[src/rtl/food_map_pkg.sv]
// Shared constants and types for the food map arbiter slice.
package food_map_pkg;

  localparam int COLS       = 80;    // food bits per row, BRAM word width
  localparam int ROWS       = 48;    // valid rows in the map
  localparam int INIT_FOOD  = 2400;  // food count loaded at reset
  localparam int STREAK_MAX = 8;     // display grants allowed while an eat waits

  localparam int ROW_W = 6;          // row / BRAM address width
  localparam int COL_W = 7;          // column index width
  localparam int CNT_W = 12;         // food counter width

  typedef enum logic [1:0] {
    IDLE,
    EAT_RD,
    EAT_CHK,
    EAT_WR
  } state_e;

endpackage

[src/rtl/food_map_if.sv]
// Renderer / Pac-Man / BRAM signal bundle around the food map arbiter.
interface food_map_if
  import food_map_pkg::ROW_W, food_map_pkg::COL_W, food_map_pkg::CNT_W;
#(
  parameter int COLS = food_map_pkg::COLS
);

  // renderer row reads
  logic             disp_req;
  logic [ROW_W-1:0] disp_row;
  logic             disp_gnt;
  logic             disp_rvalid;
  logic [COLS-1:0]  disp_rdata;

  // Pac-Man cell clears
  logic             eat_req;
  logic [COL_W-1:0] eat_col;
  logic [ROW_W-1:0] eat_row;
  logic             eat_ack;
  logic             eat_hit;

  // single-port BRAM
  logic             bram_en;
  logic             bram_we;
  logic [ROW_W-1:0] bram_addr;
  logic [COLS-1:0]  bram_wdata;
  logic [COLS-1:0]  bram_rdata;

  // status
  logic [CNT_W-1:0] food_count;
  logic             all_eaten;

  // requesters and BRAM side
  modport master (
    output disp_req, disp_row, eat_req, eat_col, eat_row, bram_rdata,
    input  disp_gnt, disp_rvalid, disp_rdata, eat_ack, eat_hit,
           bram_en, bram_we, bram_addr, bram_wdata, food_count, all_eaten
  );

  // arbiter side
  modport slave (
    input  disp_req, disp_row, eat_req, eat_col, eat_row, bram_rdata,
    output disp_gnt, disp_rvalid, disp_rdata, eat_ack, eat_hit,
           bram_en, bram_we, bram_addr, bram_wdata, food_count, all_eaten
  );

endinterface

[src/rtl/food_counter.sv]
// Remaining-food counter: loads LOAD_VAL at reset, saturating decrement to 0.
module food_counter #(
  parameter int W        = 12,
  parameter int LOAD_VAL = 2400
) (
  input  logic         clk,
  input  logic         rst_n,
  input  logic         dec_en,
  output logic [W-1:0] count,
  output logic         zero
);

  // count down on each successful eat, never below zero
  always_ff @(posedge clk or negedge rst_n) begin
    // NOTE: state is updated with non-blocking assignments so every flop
    // samples pre-edge values regardless of block evaluation order.
    if (!rst_n) begin
      count <= W'(LOAD_VAL);
    end else if (dec_en && (count != '0)) begin
      count <= count - 1'b1;
    end
  end

  assign zero = (count == '0);

endmodule

[src/rtl/food_map_arbiter.sv]
// Arbitrates the single BRAM port between renderer row reads and atomic
// Pac-Man read-modify-write cell clears, and tracks the remaining food.
module food_map_arbiter
  import food_map_pkg::state_e, food_map_pkg::IDLE, food_map_pkg::EAT_RD,
         food_map_pkg::EAT_CHK, food_map_pkg::EAT_WR,
         food_map_pkg::ROW_W, food_map_pkg::COL_W, food_map_pkg::CNT_W;
#(
  parameter int COLS       = food_map_pkg::COLS,
  parameter int ROWS       = food_map_pkg::ROWS,
  parameter int INIT_FOOD  = food_map_pkg::INIT_FOOD,
  parameter int STREAK_MAX = food_map_pkg::STREAK_MAX
) (
  input logic       clk,
  input logic       rst_n,
  food_map_if.slave bus
);

  localparam int SW = $clog2(STREAK_MAX + 1);

  state_e           state, state_nx;
  logic [SW-1:0]    streak;
  logic [COL_W-1:0] col_q;
  logic [ROW_W-1:0] row_q;
  logic [COLS-1:0]  rdata_q;
  logic [COLS-1:0]  held_q;
  logic [COLS-1:0]  clr_mask;
  logic             rvalid_q;
  logic             oor_ack_q;
  logic             eat_gnt;
  logic             disp_gnt_c;
  logic             eat_oor;
  logic             dec_en;

  assign eat_oor  = (int'(bus.eat_col) >= COLS) || (int'(bus.eat_row) >= ROWS);
  assign clr_mask = {{(COLS-1){1'b0}}, 1'b1} << col_q;

  // IDLE arbitration: eat wins when display is quiet or has used its streak
  always_comb begin
    eat_gnt    = 1'b0;
    disp_gnt_c = 1'b0;
    // NOTE: grants are qualified with rst_n so no request can reach the
    // BRAM port while reset is held, even though state is already IDLE.
    if (rst_n && (state == IDLE)) begin
      // an out-of-range ack leaves eat_req high for one more cycle; do not
      // re-grant that same request while its ack is on the wire
      if (bus.eat_req && !oor_ack_q &&
          (!bus.disp_req || (streak == SW'(STREAK_MAX)))) begin
        eat_gnt = 1'b1;
      end else if (bus.disp_req) begin
        disp_gnt_c = 1'b1;
      end
    end
  end

  // next state and BRAM / handshake outputs
  always_comb begin
    // NOTE: every output gets a default before the case so no path leaves
    // a signal unassigned and no latch is inferred.
    state_nx       = state;
    bus.disp_gnt   = 1'b0;
    bus.bram_en    = 1'b0;
    bus.bram_we    = 1'b0;
    bus.bram_addr  = '0;
    bus.bram_wdata = '0;
    bus.eat_ack    = oor_ack_q;
    bus.eat_hit    = 1'b0;
    dec_en         = 1'b0;
    case (state)
      IDLE: begin
        if (disp_gnt_c) begin
          bus.disp_gnt  = 1'b1;
          bus.bram_en   = 1'b1;
          bus.bram_addr = bus.disp_row;
        end else if (eat_gnt && !eat_oor) begin
          bus.bram_en   = 1'b1;
          bus.bram_addr = bus.eat_row;
          state_nx      = EAT_RD;
        end
      end
      EAT_RD: begin
        state_nx = EAT_CHK;
      end
      EAT_CHK: begin
        if (rdata_q[col_q]) begin
          state_nx = EAT_WR;
        end else begin
          bus.eat_ack = 1'b1;
          state_nx    = IDLE;
        end
      end
      EAT_WR: begin
        bus.bram_en    = 1'b1;
        bus.bram_we    = 1'b1;
        bus.bram_addr  = row_q;
        bus.bram_wdata = rdata_q & ~clr_mask;
        bus.eat_ack    = 1'b1;
        bus.eat_hit    = 1'b1;
        dec_en         = 1'b1;
        state_nx       = IDLE;
      end
      default: state_nx = IDLE;
    endcase
  end

  // FSM state register
  always_ff @(posedge clk or negedge rst_n) begin
    if (!rst_n) state <= IDLE;
    else        state <= state_nx;
  end

  // capture the target cell at grant and the row word once it arrives
  always_ff @(posedge clk or negedge rst_n) begin
    if (!rst_n) begin
      col_q     <= '0;
      row_q     <= '0;
      rdata_q   <= '0;
      oor_ack_q <= 1'b0;
    end else begin
      oor_ack_q <= eat_gnt && eat_oor;
      if (eat_gnt && !eat_oor) begin
        col_q <= bus.eat_col;
        row_q <= bus.eat_row;
      end
      if (state == EAT_RD) rdata_q <= bus.bram_rdata;
    end
  end

  // display-grant streak while an eat is waiting, saturating at STREAK_MAX
  always_ff @(posedge clk or negedge rst_n) begin
    if (!rst_n) begin
      streak <= '0;
    end else if (eat_gnt || !bus.eat_req) begin
      streak <= '0;
    end else if (disp_gnt_c && (streak != SW'(STREAK_MAX))) begin
      streak <= streak + 1'b1;
    end
  end

  // display read return: pulse one cycle after grant, hold last word after
  always_ff @(posedge clk or negedge rst_n) begin
    if (!rst_n) begin
      rvalid_q <= 1'b0;
      held_q   <= '0;
    end else begin
      rvalid_q <= disp_gnt_c;
      if (rvalid_q) held_q <= bus.bram_rdata;
    end
  end

  assign bus.disp_rvalid = rvalid_q;
  assign bus.disp_rdata  = rvalid_q ? bus.bram_rdata : held_q;

  food_counter #(
    .W        (CNT_W),
    .LOAD_VAL (INIT_FOOD)
  ) u_food_counter (
    .clk    (clk),
    .rst_n  (rst_n),
    .dec_en (dec_en),
    .count  (bus.food_count),
    .zero   (bus.all_eaten)
  );

endmodule

[src/flat_wrapper.sv]
// flat-port wrapper written by rule: the top's interface ports become plain ports
module food_map_arbiter_flat import food_map_pkg::state_e, food_map_pkg::IDLE, food_map_pkg::EAT_RD,
         food_map_pkg::EAT_CHK, food_map_pkg::EAT_WR,
         food_map_pkg::ROW_W, food_map_pkg::COL_W, food_map_pkg::CNT_W;
#(
  parameter int COLS       = food_map_pkg::COLS,
  parameter int ROWS       = food_map_pkg::ROWS,
  parameter int INIT_FOOD  = food_map_pkg::INIT_FOOD,
  parameter int STREAK_MAX = food_map_pkg::STREAK_MAX
)
  (clk, rst_n, bus_disp_req, bus_disp_row, bus_eat_req, bus_eat_col, bus_eat_row, bus_bram_rdata, bus_disp_gnt, bus_disp_rvalid, bus_disp_rdata, bus_eat_ack, bus_eat_hit, bus_bram_en, bus_bram_we, bus_bram_addr, bus_bram_wdata, bus_food_count, bus_all_eaten);
  food_map_if #(.COLS(COLS)) bus_i ();
  input logic clk;
  input logic rst_n;
  input wire logic [$bits(bus_i.disp_req)-1:0] bus_disp_req;
  input wire logic [$bits(bus_i.disp_row)-1:0] bus_disp_row;
  input wire logic [$bits(bus_i.eat_req)-1:0] bus_eat_req;
  input wire logic [$bits(bus_i.eat_col)-1:0] bus_eat_col;
  input wire logic [$bits(bus_i.eat_row)-1:0] bus_eat_row;
  input wire logic [$bits(bus_i.bram_rdata)-1:0] bus_bram_rdata;
  output wire logic [$bits(bus_i.disp_gnt)-1:0] bus_disp_gnt;
  output wire logic [$bits(bus_i.disp_rvalid)-1:0] bus_disp_rvalid;
  output wire logic [$bits(bus_i.disp_rdata)-1:0] bus_disp_rdata;
  output wire logic [$bits(bus_i.eat_ack)-1:0] bus_eat_ack;
  output wire logic [$bits(bus_i.eat_hit)-1:0] bus_eat_hit;
  output wire logic [$bits(bus_i.bram_en)-1:0] bus_bram_en;
  output wire logic [$bits(bus_i.bram_we)-1:0] bus_bram_we;
  output wire logic [$bits(bus_i.bram_addr)-1:0] bus_bram_addr;
  output wire logic [$bits(bus_i.bram_wdata)-1:0] bus_bram_wdata;
  output wire logic [$bits(bus_i.food_count)-1:0] bus_food_count;
  output wire logic [$bits(bus_i.all_eaten)-1:0] bus_all_eaten;
  assign bus_i.disp_req = bus_disp_req;
  assign bus_i.disp_row = bus_disp_row;
  assign bus_i.eat_req = bus_eat_req;
  assign bus_i.eat_col = bus_eat_col;
  assign bus_i.eat_row = bus_eat_row;
  assign bus_i.bram_rdata = bus_bram_rdata;
  assign bus_disp_gnt = bus_i.disp_gnt;
  assign bus_disp_rvalid = bus_i.disp_rvalid;
  assign bus_disp_rdata = bus_i.disp_rdata;
  assign bus_eat_ack = bus_i.eat_ack;
  assign bus_eat_hit = bus_i.eat_hit;
  assign bus_bram_en = bus_i.bram_en;
  assign bus_bram_we = bus_i.bram_we;
  assign bus_bram_addr = bus_i.bram_addr;
  assign bus_bram_wdata = bus_i.bram_wdata;
  assign bus_food_count = bus_i.food_count;
  assign bus_all_eaten = bus_i.all_eaten;
  food_map_arbiter #(.COLS(COLS), .ROWS(ROWS), .INIT_FOOD(INIT_FOOD), .STREAK_MAX(STREAK_MAX)) u_core (.clk(clk), .rst_n(rst_n), .bus(bus_i));
endmodule
[config.mk]
export PLATFORM = sky130hd
export DESIGN_NAME = food_map_arbiter_flat
export DESIGN_NICKNAME = d
export VERILOG_FILES = /design/src/rtl/food_map_pkg.sv /design/src/rtl/food_map_if.sv /design/src/rtl/food_counter.sv /design/src/rtl/food_map_arbiter.sv /design/src/flat_wrapper.sv
export SDC_FILE = /design/constraint.sdc
export NUM_CORES = 1
export LEC_CHECK = 0
export BUFFER_PORTS_ARGS = -buffer_cell sky130_fd_sc_hd__buf_2
export CAP_MARGIN = 20
export CORE_MARGIN = 3
export CORE_UTILIZATION = 47
export CTS_BUF_LIST = sky130_fd_sc_hd__clkbuf_16
export DETAILED_ROUTE_END_ITERATION = 8
export PLACE_DENSITY = 0.77
export SLEW_MARGIN = 20
export SYNTH_ARGS = -nofsm -noshare
export SYNTH_HDL_FRONTEND = slang
export SYNTH_HIERARCHICAL = 1
export SYNTH_SLANG_ARGS = --single-unit
export TNS_END_PERCENT = 50
[constraint.sdc]
create_clock -name clk -period 2.75 [get_ports clk]
set_clock_uncertainty 0.2 [all_clocks]
set_input_delay 0.55 -clock clk [delete_from_list [all_inputs] [get_ports clk]]
set_output_delay 0.55 -clock clk [all_outputs]
set_load 0.005 [all_outputs]
==> impl_results.md <==
* Status: complete, but fails checks
* Failing checks: setup timing
* HP Class: primary input to async pin
* CTS Buf Count at 17
* Placed Cells at approximately 1.3k
* Pin count of the biggest net entering global routing at between 150 and 200
* Vias in the first global route at 7909
* Reg area at 0.00484 mm²
* Max Clock Freq at between 200 and 300 MHz
* Post-Syn Area at roughly 0.0093 mm²
* VDD IR max at slightly above 0.0007 V
* Setup WS pre-CTS at -0.319 ns
* First-pass GRT wire length at approximately 45000 µm
* Post-Syn Instances at 748
* Synth Warn # at 6
* Ys flop type: dfrtp_1
* Die Span Y at roughly 150 µm
* CP required at 2.00 ns
* Max_cap viols at 0
* Rows at 50
* Worst r2r src: u_core/col_q[0]
* Final Critical Period at roughly 3.6 ns
* Register area share after synthesis at 0.522
* DR vias at roughly 7.9k
* DRC viols at 0
* H-Tree Depth at 4
* Clock sinks at ~190
* Most common cell after layout, fill and taps aside: buf_2
* Clk_lat worst skew at ~0.44 ns
* TritonCTS clock tree: yes
* P&R area growth vs syn at 40.4%
* Layout Utilization at 0.684
* DRT Pass-1 Iters at 5
* R2R depth at 9
* Dpl hpwl at 21100 µm
* Starting Density at 0.487
* Nets at 1227
* Critical Path AT at approximately 2.8 ns
* Overall Global Routing Usage at 0.268
* Rel. slew slack at 0.451
* Count of different cell masters after synthesis at 53
* Crit-path max FO at 6
* Die footprint at approximately 0.021 mm²
* Design Power at roughly 15000 µW
* CTS clk-pin slew, worst paths at approximately 0.07 ns
* GR Overflow Total at 0
* Reg-to-Reg End: u_core/state[1]
* Synthesized area per cell at 12.4 µm²
* Post-synth EDFFs at 0
* Die Wd at 146 µm
* GP Congestion at between 0.9 and 1
* Final Hold Fails at 0
* Multi-input gate area at around 0.0047 mm²
* Most frequent cells in the layout: 285 x buf_2, 183 x dfrtp_1, 173 x mux2_2, 87 x nand2_1, 76 x buf_4
* FF+latch count, synth at slightly below 200
* I/O Buffers at approximately 290
* Drt initial violations at 678
* Layout cells sized above 1 at 0.640
* Tightest Pin Transition at 0.824 ns
* Fin worst setup slack at -0.813 ns
* Leak at just over 0.006 µW
* Clk root buf: clkbuf_16
* CP startpoint kind: register
* Synth async-reset ratio at 1.00
* Post-Layout Cell Count at 1388
* Fin crit share at 1.30
* Vias per std cell at between 5 and 6
* Setup violators final at between 70 and 80
* Slew Viols, Final at 0
* Routed WL at 29700 µm
* Setup Crit Path Kind: register to primary output
* R2R setup slack at -0.03 ns
* WL per Instance at approximately 21 µm
* Layout fillers at roughly 1.4k
* Mapped Nets at 860
* RSZ-0062 raised after global routing: yes
* CORE AREA at 0.0190 mm²
* # IOs at 288
* Power density over cell area at 1170 mW/mm²
* Antenna violations before repair at 0
* Final ANT Viol Nets at 0
* Critical Path Sink Type: primary output
* # diodes at 0
* Clock Path Buffers at 2
state kept, by name (all words and copies together) (netlist names):
signal,count
u_core/oor_ack_q,1
u_core/held_q,80
u_core/u_food_counter/count,12
u_core/rdata_q,80
u_core/bus.disp_rvalid,1
u_core/col_q,7
u_core/state,2
u_core/streak,4
u_core/row_q,6
Yosys cell counts (3+ instances only):
cell / instances / area share
dfrtp_1: 189 / 0.51
mux2_2: 174 / 0.21
nand2_1: 88 / 0.036
a21oi_1: 86 / 0.046
clkbuf_1: 40 / 0.016
nor2_1: 28 / 0.011
nor3_1: 14 / 0.0076
mux4_2: 13 / 0.032
ha_1: 9 / 0.012
inv_1: 9 / 0.0036
mux4_1: 9 / 0.026
nand2b_1: 7 / 0.0047
a222oi_1: 6 / 0.0065
mux2i_1: 6 / 0.0065
buf_2: 5 / 0.0027
o21ai_1: 5 / 0.0027
dfstp_2: 4 / 0.011
mux2_1: 4 / 0.0049
nor4_1: 4 / 0.0027
o31ai_1: 4 / 0.0032
or4_1: 4 / 0.0032
nor2b_1: 3 / 0.0020
xnor2_1: 3 / 0.0028
cell type report:
class	count	share of cell area
Sequential cell	193	0.372
Multi-Input combinational cell	497	0.362
Timing Repair Buffer	397	0.194
Clock buffer	17	0.0327
Tap cell	260	0.0250
Clock inverter	15	0.0113
Inverter	9	0.00260
cells by family after synthesis:
kind of cell,Yosys count,synth area share
mux,206,0.280
flops,193,0.522
simple gates,164,0.0826
compound gates,114,0.0726
buf+inv,58,0.0271
fa+ha+maj,9,0.0122
xor+xnor,4,0.00378
per-stage QoR:
step / hold WS (ns) / setup TNS, ns / instance area, µm²
final: 0.0366 / -6.50 / 13000
after global routing: 0.0714 / -11.07 / 13000
after CTS: 0.0419 / -2.04 / 12600
after detailed placement: 0.157 / -0.322 / 11600
after global placement: 0.157 / -0.286 / 11600
after floorplan: 0.0544 / 0 / 9270
layer usage:
| metal | global-route usage | routed length, µm | vias to the layer above |
|---|---|---|---|
| met3 | 0.0711 | 2450 | 66 |
| met5 | 0 | 0 | - |
| met1 | 0.345 | 11700 | 3942 |
| li1 | - | - | 3443 |
| met2 | 0.446 | 14700 | 415 |
| met4 | 0.0842 | 860 | 0 |
how the worst max path moves through the flow:
stage,cells past startpoint,slack (ns),from,end
global route,9,-0.90,u_core/col_q[0],bus_eat_ack
detailed placement,9,-0.32,u_core/col_q[0],bus_eat_ack
global placement,9,-0.29,u_core/col_q[0],bus_eat_ack
finish,9,-0.81,u_core/col_q[0],bus_eat_ack
CTS,7,-0.69,u_core/col_q[0],bus_eat_ack
floorplan,7,0.01,u_core/col_q[0],bus_eat_ack
where the power goes:
part | switching (µW) | total [µW] | internal (µW) | leakage, µW
Clock | 1190 | 2470 | 1280 | 0.000276
Sequential | 816 | 4970 | 4150 | 0.00231
Combinational | 3680 | 7810 | 4130 | 0.00348
worst max-delay path, stage by stage (launching register included):
cell,delay (ns)
dfrtp_2,0.43
buf_12,0.15
buf_8,0.13
mux4_2,0.51
mux2i_1,0.21
nor4_1,0.08
o32a_1,0.35
nor3_2,0.23
a211o_1,0.17
buf_2,0.12
repair_timing:
item / 4_1_cts / 5_1_grt
resized for setup: 60 / 88
endpoints found under the hold margin: 1 / 0
cloned: 2 / 0
setup endpoints to repair: 78 / 83
setup buffers: 12 / 10
hold buffers: 1 / 0
pin swaps: 19 / 24
No activity file was read; power rests on OpenSTA's default activity.
